--- src/rtl/note_entry_capture.sv ---
// note_entry_capture: synchronizes and debounces the confirm button, then captures
// note/tone switches as a one-cycle ok strobe with a capture count, lock and 7-seg display.
module note_entry_capture #(
  parameter logic [15:0] DEB_CYCLES = 16'd50000,
  parameter logic [2:0]  MAX_NOTES  = 3'd6
) (
  input  logic       clk,
  input  logic       reset,
  input  logic       btn_ok,
  input  logic [2:0] sw_nota,
  input  logic       sw_tom,
  input  logic       fim,
  output logic       ok,
  output logic [2:0] nota,
  output logic       tom,
  output logic [2:0] note_cnt,
  output logic       locked,
  output logic [6:0] display
);
  typedef enum logic [1:0] {REL, PRESS_PEND, PRESSED, REL_PEND} state_t;
  localparam logic [15:0] LAST = DEB_CYCLES - 16'd1;
  state_t      state_q, state_d;
  logic [15:0] cnt_q, cnt_d;
  logic [1:0]  btn_sync_q;
  logic [2:0]  nota_s1_q, nota_s_q;
  logic        tom_s1_q, tom_s_q;
  logic        btn_s, press_evt, capture;
  logic        ok_q, ok_d, tom_q, tom_d, locked_q, locked_d;
  logic [2:0]  nota_q, nota_d, note_cnt_q, note_cnt_d;
  logic [6:0]  display_q, display_d, seg;
  assign btn_s = btn_sync_q[1];
  always_ff @(posedge clk or posedge reset) begin
    if (reset) begin
      btn_sync_q <= '0;
      nota_s1_q  <= '0;
      nota_s_q   <= '0;
      tom_s1_q   <= 1'b0;
      tom_s_q    <= 1'b0;
    end else begin
      btn_sync_q <= {btn_sync_q[0], btn_ok};
      nota_s1_q  <= sw_nota;
      nota_s_q   <= nota_s1_q;
      tom_s1_q   <= sw_tom;
      tom_s_q    <= tom_s1_q;
    end
  end
  // any bounce during a pending state restarts the count from scratch
  always_comb begin
    state_d   = state_q;
    cnt_d     = cnt_q;
    press_evt = 1'b0;
    case (state_q)
      REL: if (btn_s) begin
        state_d = PRESS_PEND;
        cnt_d   = 16'd1;
      end
      PRESS_PEND: if (!btn_s) begin
        state_d = REL;
        cnt_d   = '0;
      end else if (cnt_q == LAST) begin
        state_d   = PRESSED;
        cnt_d     = '0;
        press_evt = 1'b1;
      end else cnt_d = cnt_q + 16'd1;
      PRESSED: if (!btn_s) begin
        state_d = REL_PEND;
        cnt_d   = 16'd1;
      end
      REL_PEND: if (btn_s) begin
        state_d = PRESSED;
        cnt_d   = '0;
      end else if (cnt_q == LAST) begin
        state_d = REL;
        cnt_d   = '0;
      end else cnt_d = cnt_q + 16'd1;
    endcase
  end
  always_comb begin
    seg = 7'b1000000;
    case (nota_s_q)
      3'd1: seg = 7'b0111001;
      3'd2: seg = 7'b1011110;
      3'd3: seg = 7'b1111001;
      3'd4: seg = 7'b1110001;
      3'd5: seg = 7'b0111101;
      3'd6: seg = 7'b1110111;
      3'd7: seg = 7'b1111100;
      default: seg = 7'b1000000;
    endcase
  end
  // fim in the same cycle as a press wins: the capture is dropped
  assign capture    = press_evt && !locked_q && !fim && (note_cnt_q < MAX_NOTES);
  assign ok_d       = capture;
  assign nota_d     = capture ? nota_s_q : nota_q;
  assign tom_d      = capture ? tom_s_q : tom_q;
  assign display_d  = capture ? seg : display_q;
  assign note_cnt_d = capture ? note_cnt_q + 3'd1 : note_cnt_q;
  assign locked_d   = locked_q || fim || (capture && note_cnt_q == MAX_NOTES - 3'd1);
  always_ff @(posedge clk or posedge reset) begin
    if (reset) begin
      state_q    <= REL;
      cnt_q      <= '0;
      ok_q       <= 1'b0;
      nota_q     <= '0;
      tom_q      <= 1'b0;
      note_cnt_q <= '0;
      locked_q   <= 1'b0;
      display_q  <= '0;
    end else begin
      state_q    <= state_d;
      cnt_q      <= cnt_d;
      ok_q       <= ok_d;
      nota_q     <= nota_d;
      tom_q      <= tom_d;
      note_cnt_q <= note_cnt_d;
      locked_q   <= locked_d;
      display_q  <= display_d;
    end
  end
  assign ok       = ok_q;
  assign nota     = nota_q;
  assign tom      = tom_q;
  assign note_cnt = note_cnt_q;
  assign locked   = locked_q;
  assign display  = display_q;
endmodule

--- config.mk ---
export PLATFORM = sky130hd
export DESIGN_NAME = note_entry_capture
export DESIGN_NICKNAME = d
export VERILOG_FILES = /design/src/rtl/note_entry_capture.sv
export SDC_FILE = /design/constraint.sdc
export NUM_CORES = 1
export LEC_CHECK = 0
export CAP_MARGIN = 30
export CELL_PAD_IN_SITES_DETAIL_PLACEMENT = 1
export CELL_PAD_IN_SITES_GLOBAL_PLACEMENT = 2
export CORE_ASPECT_RATIO = 1.2
export CORE_MARGIN = 1.5
export CORE_UTILIZATION = 39
export CTS_CLUSTER_DIAMETER = 120
export DETAILED_ROUTE_END_ITERATION = 8
export GPL_TIMING_DRIVEN = 0
export PLACE_DENSITY_LB_ADDON = 0.08
export SLEW_MARGIN = 10
export SYNTH_ARGS = -nofsm -noshare
export SYNTH_HDL_FRONTEND = slang
export SYNTH_SLANG_ARGS = --single-unit
--- constraint.sdc ---
create_clock -name clk -period 3.89 [get_ports clk]
set_input_delay 0.778 -clock clk [delete_from_list [all_inputs] [get_ports clk]]
set_output_delay 0.778 -clock clk [all_outputs]
set_load 0.01 [all_outputs]
==> summary.txt <==
Detailed routing
  • Via count: around 1500
  • Initial DRC Count: 48
  • First-pass iteration count of the detailed router: 4
  • Mean number of vias per cell: approximately 5.6
  • DR DRC count: 0
  • Post-route ant nets: 0
  • Routed length per placed instance: 17.3 um
  • Wirelength, routed: 4690 um

Timing
  • Max Clock Freq: 0.467 GHz
  • Slew HR: 55.4%
  • Post-Route Skew: 0.00601 ns
  • Tcrit/Tclk final: 55.1%
  • Total negative slack: 0 ns
  • Minimum clock period: 2.14 ns
  • Final hold slack: 0.355 ns
  • Endpoints failing setup: 0
  • Final Hold Fails: 0
  • RSZ-0062 raised after global routing: false
  • Slew Viols, Final: 0
  • Worst-Margin Slew: approximately 0.67 ns

Cells and area
  • Share of cells above drive strength 1: 15.2%
  • Antenna Cells: 0
  • Fin nets: 221
  • Storage cell area: 0.00110 sq mm
  • Multi-input gate area: 856 sq um
  • Fill cells: 556
  • Area grow syn2layout: 20.5%

Place
  • Hpwl dp: 3410 um
  • PortBufs: 23
  • Gpl congestion: 0.799

Clock network
  • Worst skew pair latency: approximately 0.29 ns
  • H-tree depth: 2
  • CTS Buf Count: 5
  • Clk buf depth: 2
  • Post-cts resize count: 0
  • Hold_buf cts: 0
  • CTS tree: built
  • Post-CTS setup repair buffer count: 0
  • Clock Sinks: 44
  • Root Buffer: clkbuf_8
  • CTS clk-pin slew, worst paths: approximately 0.08 ns

GRT
  • GR Util All Layers: 19.3%
  • Busiest layer in global routing: met2
  • GR Util met1: 23.0%
  • Grt total ovfl: 0
  • Antenna violations before repair: 0
  • Largest net degree at the start of global routing: 35
  • First-pass GRT wire length: around 8000 um
  • Met3 global-route usage: 3.39%
  • Vias in the first global route: 1621
  • GRT met2 Usage: 34.3%

Synthesis
  • Flops & latches, synth: 44
  • Post-synth net total: 190
  • Sequential element share of the synthesized area: 54.1%
  • Synth Flop Type: dfrtp_1
  • Yosys warnings: 0
  • Syn_area_per_cell: 11.4 sq um
  • Asr flop ratio synth: 100%
  • Synth Cell Area: 0.00203 sq mm
  • Gate Count Post-Synth: about 180
  • Number of enable flip-flop cells after synthesis: 0
  • Synth unique cells: 44

Min path
  • HP Class: flop to flop
  • Hold wc startpoint: tom_s1_q

Worst setup path
  • Critical R2R Launch: cnt_q[0]
  • Startpoint types: flop
  • Critical path class: flop to flop
  • Data required, critical path: 4.11 ns
  • Setup crit end kind: flop
  • Worst-path fanout max: 10
  • CP arrival: 2.36 ns
  • Crit path launch: cnt_q[0]

Floorplanning
  • Initial Util: 40.9%
  • Die Wd: 68.9 um
  • Row count: 28
  • Die Span Y: 82.1 um
  • Ports: 24
  • Core area: 0.00497 sq mm
  • DIE AREA: approximately 0.0057 sq mm

Power and ir drop
  • PwrDens: 343 mW/mm^2
  • PnR Total Power: 0.841 mW
  • Leakage: 1.12 nW
  • Peak VDD IR: approximately 0.17 mV

Status
  • Outcome: completed

Run
  • Max-Cap Viols: 0
[Yosys cell counts, types with 2 or more instances]
cell type	number	share of area (%)
dfrtp_1	44	54
nand2_1	12	2.2
a31oi_1	11	3.4
inv_1	9	1.7
nor2_1	9	1.7
o21ai_0	9	2.2
nand3_1	8	2.0
nand4_1	8	2.5
mux2_2	5	2.8
and3_1	4	1.2
mux2_4	4	3.0
xnor2_1	4	1.7
a21oi_1	3	0.74
a22o_1	3	1.3
ha_1	3	1.8
mux2i_1	3	1.5
nor4_1	3	0.92
or3_1	3	0.92
or4_1	3	1.1
a31o_2	2	0.86
buf_2	2	0.49
buf_6	2	1.1
nand2b_1	2	0.61
o211ai_1	2	0.74
o31ai_1	2	0.74
[cells in the final DEF (no fill, tap or decap), drive strengths merged, types with 2 or more instances in the layout]
cell type	netlist	layout
nor4	3	3
ha	3	3
o21ai	9	9
clkdlybuf4s50	0	23
or3	3	3
a31oi	11	11
nand2b	2	2
nand2	12	12
or4	3	3
nand3	9	9
a21oi	3	3
a22o	3	3
nor2	9	9
and4bb	2	2
and4	3	3
clkinv	0	2
xnor2	4	4
mux2	9	9
o31ai	2	2
clkbuf	1	7
inv	9	9
mux2i	3	3
nand4	8	8
o211ai	2	2
a31o	2	2
buf	5	6
dfrtp	44	44
and3	4	4
[metrics by stage]
step,setup slack [ns],instance area [sq um],cells,utilization [%]
2_1_floorplan,2.08,2030,179,-
3_3_place_gp,1.22,2340,262,47.0
3_5_place_dp,1.51,2360,263,47.4
4_1_cts,1.76,2450,271,49.3
5_1_grt,1.54,2450,271,49.3
6_report,1.75,2450,271,49.3
[flip-flops by register name, summed over array words and instances (netlist names), named ones only]
signal      cells
ok              1
note_cnt        3
nota_s1_q       3
nota_s_q        3
tom_s_q         1
btn_sync_q      2
tom             1
tom_s1_q        1
display         7
nota            3
cnt_q          16
state_q         1
locked          1
[logic make-up (layout without fill, tap and decap cells)]
kind of cell	Yosys count	in the layout	synth area share [%]
buffers and inverters	15	47	3.81
DFF	44	44	54.1
AOI/OAI and AO/OA	38	38	12.4
and+or+nand+nor	62	62	18.4
adders and majority gates	3	3	1.85
xor gates and xnor gates	5	5	2.15
muxes	12	12	7.20
[cell type report]
type                       instances  area share [%]
clock inverter                     2           0.408
clock buffer                       6            3.37
tap                               60            3.06
buffer                             6            1.79
inverter                           9            1.38
multi-input combinational        120            34.9
sequential                        44            44.9
timing repair buffer              24            10.2
[power breakdown]
part	switching (mW)	total (mW)	internal, mW
clock	0.154	0.296	0.142
combinational	0.0320	0.0567	0.0247
sequential	0.0175	0.489	0.471
[routing by layer]
metal	vias to the layer above	routed length (um)
met4	0	74
met1	768	2060
met2	24	2420
met5	-	0
li1	729	-
met3	7	135
[worst paths after layout]
path,depth (start not counted),end,slack (ns)
min in group asynchronous,2,cnt_q[8],0.74
worst min-delay path,0,tom_s_q,0.36
max in group asynchronous,3,state_q[0],2.69
worst max-delay path,6,cnt_q[8],1.75
worst max register to register,6,cnt_q[8],1.75
worst min register to register,0,tom_s_q,0.36
[worst max-delay path, stage by stage, from the launching register on]
cell	delay (ns)
dfrtp_1	0.45
ha_1	0.26
and3_1	0.26
nand4_1	0.28
clkbuf_1	0.46
o211ai_1	0.16
a31oi_1	0.20
No activity file was read; power rests on OpenSTA's default activity.
